### config.mk
export PLATFORM = sky130hd
export DESIGN_NAME = dec_scan_n
export DESIGN_NICKNAME = d
export VERILOG_FILES = /design/src/rtl/dec_scan_n.sv
export SDC_FILE = /design/constraint.sdc
export NUM_CORES = 1
export LEC_CHECK = 0
export ABC_CLOCK_PERIOD_IN_PS = 2350
export BUFFER_PORTS_ARGS = -buffer_cell sky130_fd_sc_hd__buf_2
export CORE_MARGIN = 2
export CORE_UTILIZATION = 53
export CTS_BUF_LIST = sky130_fd_sc_hd__clkbuf_8 sky130_fd_sc_hd__clkbuf_16
export DETAILED_ROUTE_END_ITERATION = 8
export GPL_TIMING_DRIVEN = 0
export PLACE_DENSITY_LB_ADDON = 0.25
export SETUP_SLACK_MARGIN = 0.2
export SLEW_MARGIN = 20
export SYNTH_ARGS = -nofsm -noshare
export SYNTH_HDL_FRONTEND = slang
export SYNTH_SLANG_ARGS = --single-unit
### constraint.sdc
create_clock -name clk -period 2.35 [get_ports clk]
set_clock_uncertainty 0.1 [all_clocks]
set_input_delay 0.705 -clock clk [delete_from_list [all_inputs] [get_ports clk]]
set_output_delay 0.705 -clock clk [all_outputs]
set_load 0.02 [all_outputs]
### src/rtl/dec_scan_n.sv
// dec_scan_n: registered N-to-2^N one-hot decoder with a timed scan mode.
// Direct mode decodes x one cycle after a load. Scan mode walks the one-hot
// code through all 2^N positions starting at x, holding each code HOLD cycles,
// then pulses done.
// Optional feature: define DEC_SCAN_ACTIVE_LOW_EN to drive d active-low.
module dec_scan_n #(
    parameter int unsigned N    = 2,
    parameter int unsigned HOLD = 4
) (
    input  logic            clk,
    input  logic            rst,
    input  logic            en_i,
    input  logic            mode_i,
    input  logic            load_i,
    input  logic [N-1:0]    x_i,
    output logic [2**N-1:0] d_o,
    output logic            valid_o,
    output logic            busy_o,
    output logic            done_o
);

    localparam int unsigned W  = 2 ** N;
    localparam int unsigned CW = (HOLD > 1) ? $clog2(HOLD) : 1;
    localparam logic [CW-1:0] CntLast = CW'(HOLD - 1);

    typedef enum logic [1:0] {StIdle, StDirect, StScan} state_e;

    state_e         state_q;
    logic [N-1:0]   idx_q;
    logic [N-1:0]   start_q;
    logic [CW-1:0]  cnt_q;
    logic [W-1:0]   d_q;
    logic           valid_q;
    logic           busy_q;
    logic           done_q;

    logic [N-1:0]   idx_nxt;

    // Next scan position, wrapping naturally at 2^N.
    always_comb begin
        idx_nxt = idx_q + N'(1);
    end

    // Control FSM with registered outputs.
    always_ff @(posedge clk or posedge rst) begin
        if (rst) begin
            state_q <= StIdle;
            idx_q   <= '0;
            start_q <= '0;
            cnt_q   <= '0;
            d_q     <= '0;
            valid_q <= 1'b0;
            busy_q  <= 1'b0;
            done_q  <= 1'b0;
        end else begin
            done_q <= 1'b0;
            unique case (state_q)
                StIdle, StDirect: begin
                    if (en_i && load_i) begin
                        d_q     <= W'(1) << x_i;
                        valid_q <= 1'b1;
                        if (mode_i) begin
                            state_q <= StScan;
                            idx_q   <= x_i;
                            start_q <= x_i;
                            cnt_q   <= '0;
                            busy_q  <= 1'b1;
                        end else begin
                            state_q <= StDirect;
                        end
                    end else if (!en_i && (state_q == StDirect)) begin
                        d_q     <= '0;
                        valid_q <= 1'b0;
                        state_q <= StIdle;
                    end
                end
                StScan: begin
                    // en low freezes everything; loads are ignored while scanning.
                    if (en_i) begin
                        if (cnt_q == CntLast) begin
                            cnt_q <= '0;
                            // Returning to the start code means all 2^N codes were shown.
                            if (idx_nxt == start_q) begin
                                d_q     <= '0;
                                valid_q <= 1'b0;
                                busy_q  <= 1'b0;
                                done_q  <= 1'b1;
                                state_q <= StIdle;
                            end else begin
                                idx_q <= idx_nxt;
                                d_q   <= W'(1) << idx_nxt;
                            end
                        end else begin
                            cnt_q <= cnt_q + CW'(1);
                        end
                    end
                end
                default: state_q <= StIdle;
            endcase
        end
    end

`ifdef DEC_SCAN_ACTIVE_LOW_EN
    assign d_o = ~d_q;
`else
    assign d_o = d_q;
`endif
    assign valid_o = valid_q;
    assign busy_o  = busy_q;
    assign done_o  = done_q;

endmodule

== Word level (Yosys, flattened, before mapping) ==
Index checks and enable logic that the tools add are counted.
Widths: inputs -> output; s select.

* $add $sub $neg: 2
* $mul: 0
* Multiplexer cells: 37
* Div/mod/pow operators: 0
* Shifts and indexed selects: 2
* Reductions and logical operators: 13
* Eq/ne operators: 11
* Bitwise gates (word level): 0
* Magnitude comparators: 0

{| class="wikitable"
|+ Operator list
! kind !! count
|-
| $mux 2 || 15
|-
| $mux 4 || 5
|-
| $ne 2x2->1 const B || 6
|-
| $pmux 2 s2 || 3
|-
| $reduce_and 4->1 || 3
|-
| $reduce_and 6->1 || 2
|-
| $mux 1 || 11
|-
| $pmux 4 s2 || 1
|-
| $shl 1x2->4 const A || 2
|-
| $reduce_and 5->1 || 1
|-
| $add 2x1->2 const B || 2
|-
| $eq 2x2->1 const B || 2
|-
| $pmux 1 s2 || 2
|-
| $ne 3x3->1 const B || 1
|-
| $reduce_and 3->1 || 1
|-
| $eq 2x1->1 const B || 1
|-
| $eq 2x2->1 || 1
|-
| $logic_and 1x1->1 || 2
|-
| $logic_not 2->1 || 1
|-
| $reduce_bool 2->1 || 1
|-
| $reduce_or 2->1 || 1
|-
| $logic_not 1->1 || 1
|}

* Bits in writable memories: 0
* Latch bits: 0
* Input port bits: 7
* Output and inout bits: 7
* Memory bits (read-only): 0
* Register bits: 15
* Word-level logic and storage cells: 73
* Memories: 0

== Depth between registers and ports, before layout ==
* Depth in word-level cells: 6
* Gate-level depth with buffers: 6
* Gate-level depth less buffers: 6

== Worst setup path before layout ==
OpenSTA, ideal clock, no wires.

* Kind: input to register
* Start: input port en_i
* End: register start_q[0]
* Setup time: 128 ps
* Data required time: 2122 ps
* Arrival: 1492 ps
* Slack: 630 ps
* Buffers on the path: 2
* Cell stages on the path: 4
* Cell sequence: buf_4 and4b_1 buf_2 mux2_1

* Word-level cells in the longest chain between the ends: 2

{| class="wikitable"
|+ RTL lines
! what !! line !! RTL
|-
| start: declaration || 12 || <nowiki>input logic en_i,</nowiki>
|-
| $logic_and 1x1->1 || 59 || <nowiki>if (en_i && load_i) begin</nowiki>
|-
| $reduce_and 3->1 (no source line) || - ||
|-
| end signal: assignment || 65 || <nowiki>start_q <= x_i;</nowiki>
|-
| end: declaration || 30 || <nowiki>logic [N-1:0] start_q;</nowiki>
|}

Every way passes these cells.
A chain may end at the register's enable or synchronous reset.

== Final worst setup path ==
* Start: register idx_q[0]
* End: register idx_q[1]

* Word-level cells in the longest chain between the ends: 5
* Elaborated cells on any way between the ends: 8
* Classes of those cells: 1 x add/sub; 2 x eq/ne; 4 x mux; 1 x reduce/logical

{| class="wikitable"
|+ RTL lines
! what !! line !! RTL
|-
| start: declaration || 29 || <nowiki>logic [N-1:0] idx_q;</nowiki>
|-
| start signal: assignment || 64 || <nowiki>idx_q <= x_i;</nowiki>
|-
| start signal: assignment || 90 || <nowiki>idx_q <= idx_nxt;</nowiki>
|-
| $add 2x1->2 (*) || 41 || <nowiki>idx_nxt = idx_q + N'(1);</nowiki>
|-
| $mux 2 || 83 || <nowiki>if (idx_nxt == start_q) begin</nowiki>
|-
| $mux 2 || 80 || <nowiki>if (cnt_q == CntLast) begin</nowiki>
|-
| $mux 2 || 79 || <nowiki>if (en_i) begin</nowiki>
|-
| $pmux 2 s2 || 57 || <nowiki>unique case (state_q)</nowiki>
|}

Every way passes the cells marked *; elsewhere a longest branch is shown, timed or not. The select of a mux whose other input is x is not followed.

==> results.ini <==
[setup_path]
reg2reg_depth=6
worstPathCellList=inv_1 -> ha_1 -> xnor2_1 -> a21boi_4 -> o21ai_2 -> mux2i_1
arrival_ns=1.99
r2r-start=idx_q[0]
path_depth=6
crit_end=idx_q[1]
cp_max_fo=8
r2r_slack_ns=0.43
slowest_stage=dfrtp_1
crit_path_end_kind=flop
cpPeakStageDelay_ns=0.44
path_class=reg -> reg
crit_buf_inv=1
crit_path_start_kind=flop
cp.required_ns=2.42
path_delay_family=flip-flops
setup.worst_path.start=idx_q[0]
r2r-end=idx_q[1]

[placed_design]
dp_hpwl_mm=1.052
io_buffers=12
pre_cts_ws_ns=0.4443
gp_congestion=0.8155

[cells_and_area]
fin_util_pct=64.03
antenna_cells=0
mostFrequentLayoutCells=dfrtp_1, buf_2, nand2_1, o21ai_1, inv_1
layout-area-overhead-vs-synth_pct=15.11
nets=109
final_common_cell=dfrtp_1
fill_cells=129
drive_gt1_share_pct=23.96

[grt]
grt_max_degree=16
antenna_found_initial=0
grt_overflow=0
track_usage_pct=18.21
grt_pass1_wl_mm=2.484
grt_pass1_vias=579

[route]
wl_per_cell_um=12.83
routed_wl_mm=1.437
first_pass_iters=4
first_iter_violations=7
antenna_left=0
vias_per_cell=5.429
via_count=608
drcViolationCount=0

[power_and_ir_drop]
p_clk_share_pct=17.4
switching_share_pct=40.72
switchingPower_uw=477.7
cellPowerDensity_mw_per_mm2=1230
ir_worst_vdd_mv=0.5970
p_int_uw=695.2
p_comb_share_pct=47.3
power_leakage_uw=0.0004932
p_seq_share_pct=35.3
p_total_uw=1173

[cts]
h-tree-depth=1
cts_buffers=3
postCtsSetupRepairBufs=0
cts_tree=yes
cts_resized=0
cts_max_path_buffers=2
clk_latency_ns=0.24
cts_hold_buf=0
cts_sinks=15
root_buffer=clkbuf_8
clk_pin_slew_ns=0.06

[logic_synthesis]
syn_area_per_cell_um2=10.35
synth-compound-area-share_pct=17.22
netlist_area_um2=828.3
synth_nets=92
synth_top_family_by_area=compound AO/OA/AOI/OAI gates
synth_fa_ha_area_share_pct=7.553
synthCells=80
synthMuxAreaShare_pct=7.553
synth-xor-area-share_pct=2.115
synth-seq-cells=15
yosys_warnings=0
synth_cell_types=32
yosys.area_share.simple_pct=14.50
synth_seq_area_share_pct=45.32

[floorplan]
placementRows=14
start_util_pct=55.63
boundaryPins=14
dieHeight_um=43.53
coreArea_mm2=0.001489
die_area_mm2=0.001895
die_x_um=43.53

[sta]
max_freq_mhz=520.5
hold_violations=0
tns_ns=0
rsz0062_at_grt=false
fin_crit_sh_pct=81.75
fin_ws_ns=0.4289
fin_crit_ns=1.921
slew_violations=0
slew_headroom_pct=62.32
setup_viol=0
tightestPinTransition_ns=0.5646

[run_status]
status=finished, final reports clean

[hold_path]
worstHoldStart=d_o[2]
hold_path.class=reg -> reg

[flow_run]
drv_cap=0

tightest hold or removal path, delay by kind of cell, from the launching register on:
kind / cells / cell delay [ns]
flops: 1 / 0.33
simple gates: 1 / 0.05
compound gates: 1 / 0.06
state kept, by name (all words and copies together) (netlist names):
register  cells
d_o           4
busy_o        1
cnt_q         2
done_o        1
start_q       2
valid_o       1
idx_q         2
state_q       2
cell families after synthesis:
family	Yosys count
AOI/OAI and AO/OA	20
adders and majority gates	5
buffers and inverters	9
xor gates and xnor gates	2
and+or+nand+nor	23
muxes	6
DFF	15
synthesized netlist by cell type:
master | instances | area [µm²]
nand2b_1 | 1 | 6.260
o2bb2ai_1 | 1 | 8.760
or3_1 | 1 | 6.260
and2b_1 | 1 | 7.510
nor3b_1 | 1 | 7.510
a32oi_1 | 2 | 17.52
o21ai_0 | 2 | 10.01
ha_1 | 5 | 62.56
and4b_1 | 1 | 10.01
a21boi_4 | 1 | 18.77
xor2_1 | 1 | 8.760
buf_4 | 1 | 7.510
o21a_1 | 1 | 7.510
dfrtp_1 | 15 | 375.4
o21ai_2 | 1 | 8.760
a32o_1 | 1 | 10.01
mux2_1 | 2 | 22.52
o31ai_1 | 1 | 7.510
and2_1 | 1 | 6.260
buf_6 | 1 | 11.26
nor4_1 | 2 | 12.51
nand2_2 | 1 | 6.260
mux2i_1 | 4 | 40.04
o21ai_1 | 6 | 30.03
inv_1 | 5 | 18.77
a21oi_1 | 3 | 15.01
a21oi_2 | 1 | 8.760
nand2_1 | 10 | 37.54
nor2_1 | 3 | 11.26
nand4b_1 | 1 | 8.760
buf_2 | 2 | 10.01
xnor2_1 | 1 | 8.760
worst min path at each step:
stage                 end  slack, ns  cells after the start
2_1_floorplan  state_q[0]       0.36                      1
3_3_place_gp       d_o[0]       0.36                      2
3_5_place_dp       d_o[1]       0.37                      2
4_1_cts            d_o[1]       0.38                      2
5_1_grt           valid_o       0.41                      2
6_report           d_o[2]       0.37                      2
final cells by class:
| class | instances | area, µm² | area share, % |
|---|---|---|---|
| clock buffers | 3 | 41.29 | 4.331 |
| repair buffers | 12 | 60.06 | 6.299 |
| well taps | 16 | 20.02 | 2.100 |
| multi-input cells | 56 | 405.4 | 42.52 |
| plain buffers | 4 | 28.78 | 3.018 |
| inverters | 5 | 18.77 | 1.969 |
| clock inverters | 1 | 3.754 | 0.3937 |
| flip-flops and latches | 15 | 375.4 | 39.37 |
metal layers:
| metal | up-vias | global-route usage, % | share of wire (%) |
|---|---|---|---|
| li1 | 316 | - | - |
| met1 | 278 | 24.40 | 49 |
| met2 | 12 | 28.06 | 47 |
| met3 | 2 | 3.750 | 3.8 |
| met4 | 0 | 9.091 | 0.42 |
| met5 | - | 0 | 0 |
power groups by stage:
| stage | Sequential [µW] | Combinational [µW] | Clock [µW] |
|---|---|---|---|
| 6_report | 414 | 555 | 204 |
| 3_3_place_gp | 413 | 545 | 0 |
| 4_1_cts | 415 | 558 | 208 |
| 2_1_floorplan | 460 | 388 | 0 |
| 5_1_grt | 424 | 619 | 225 |
| 3_5_place_dp | 420 | 555 | 0 |
stage by stage:
step / hold WS (ns) / instance area (µm²) / instances
after detailed placement: 0.3698 / 908.4 / 108
after floorplan: 0.3618 / 828.3 / 80
after global routing: 0.4078 / 953.4 / 112
after CTS: 0.3832 / 953.4 / 112
after global placement: 0.3609 / 908.4 / 108
final: 0.3740 / 953.4 / 112
Note: power is estimated with default switching activity, not from simulation.
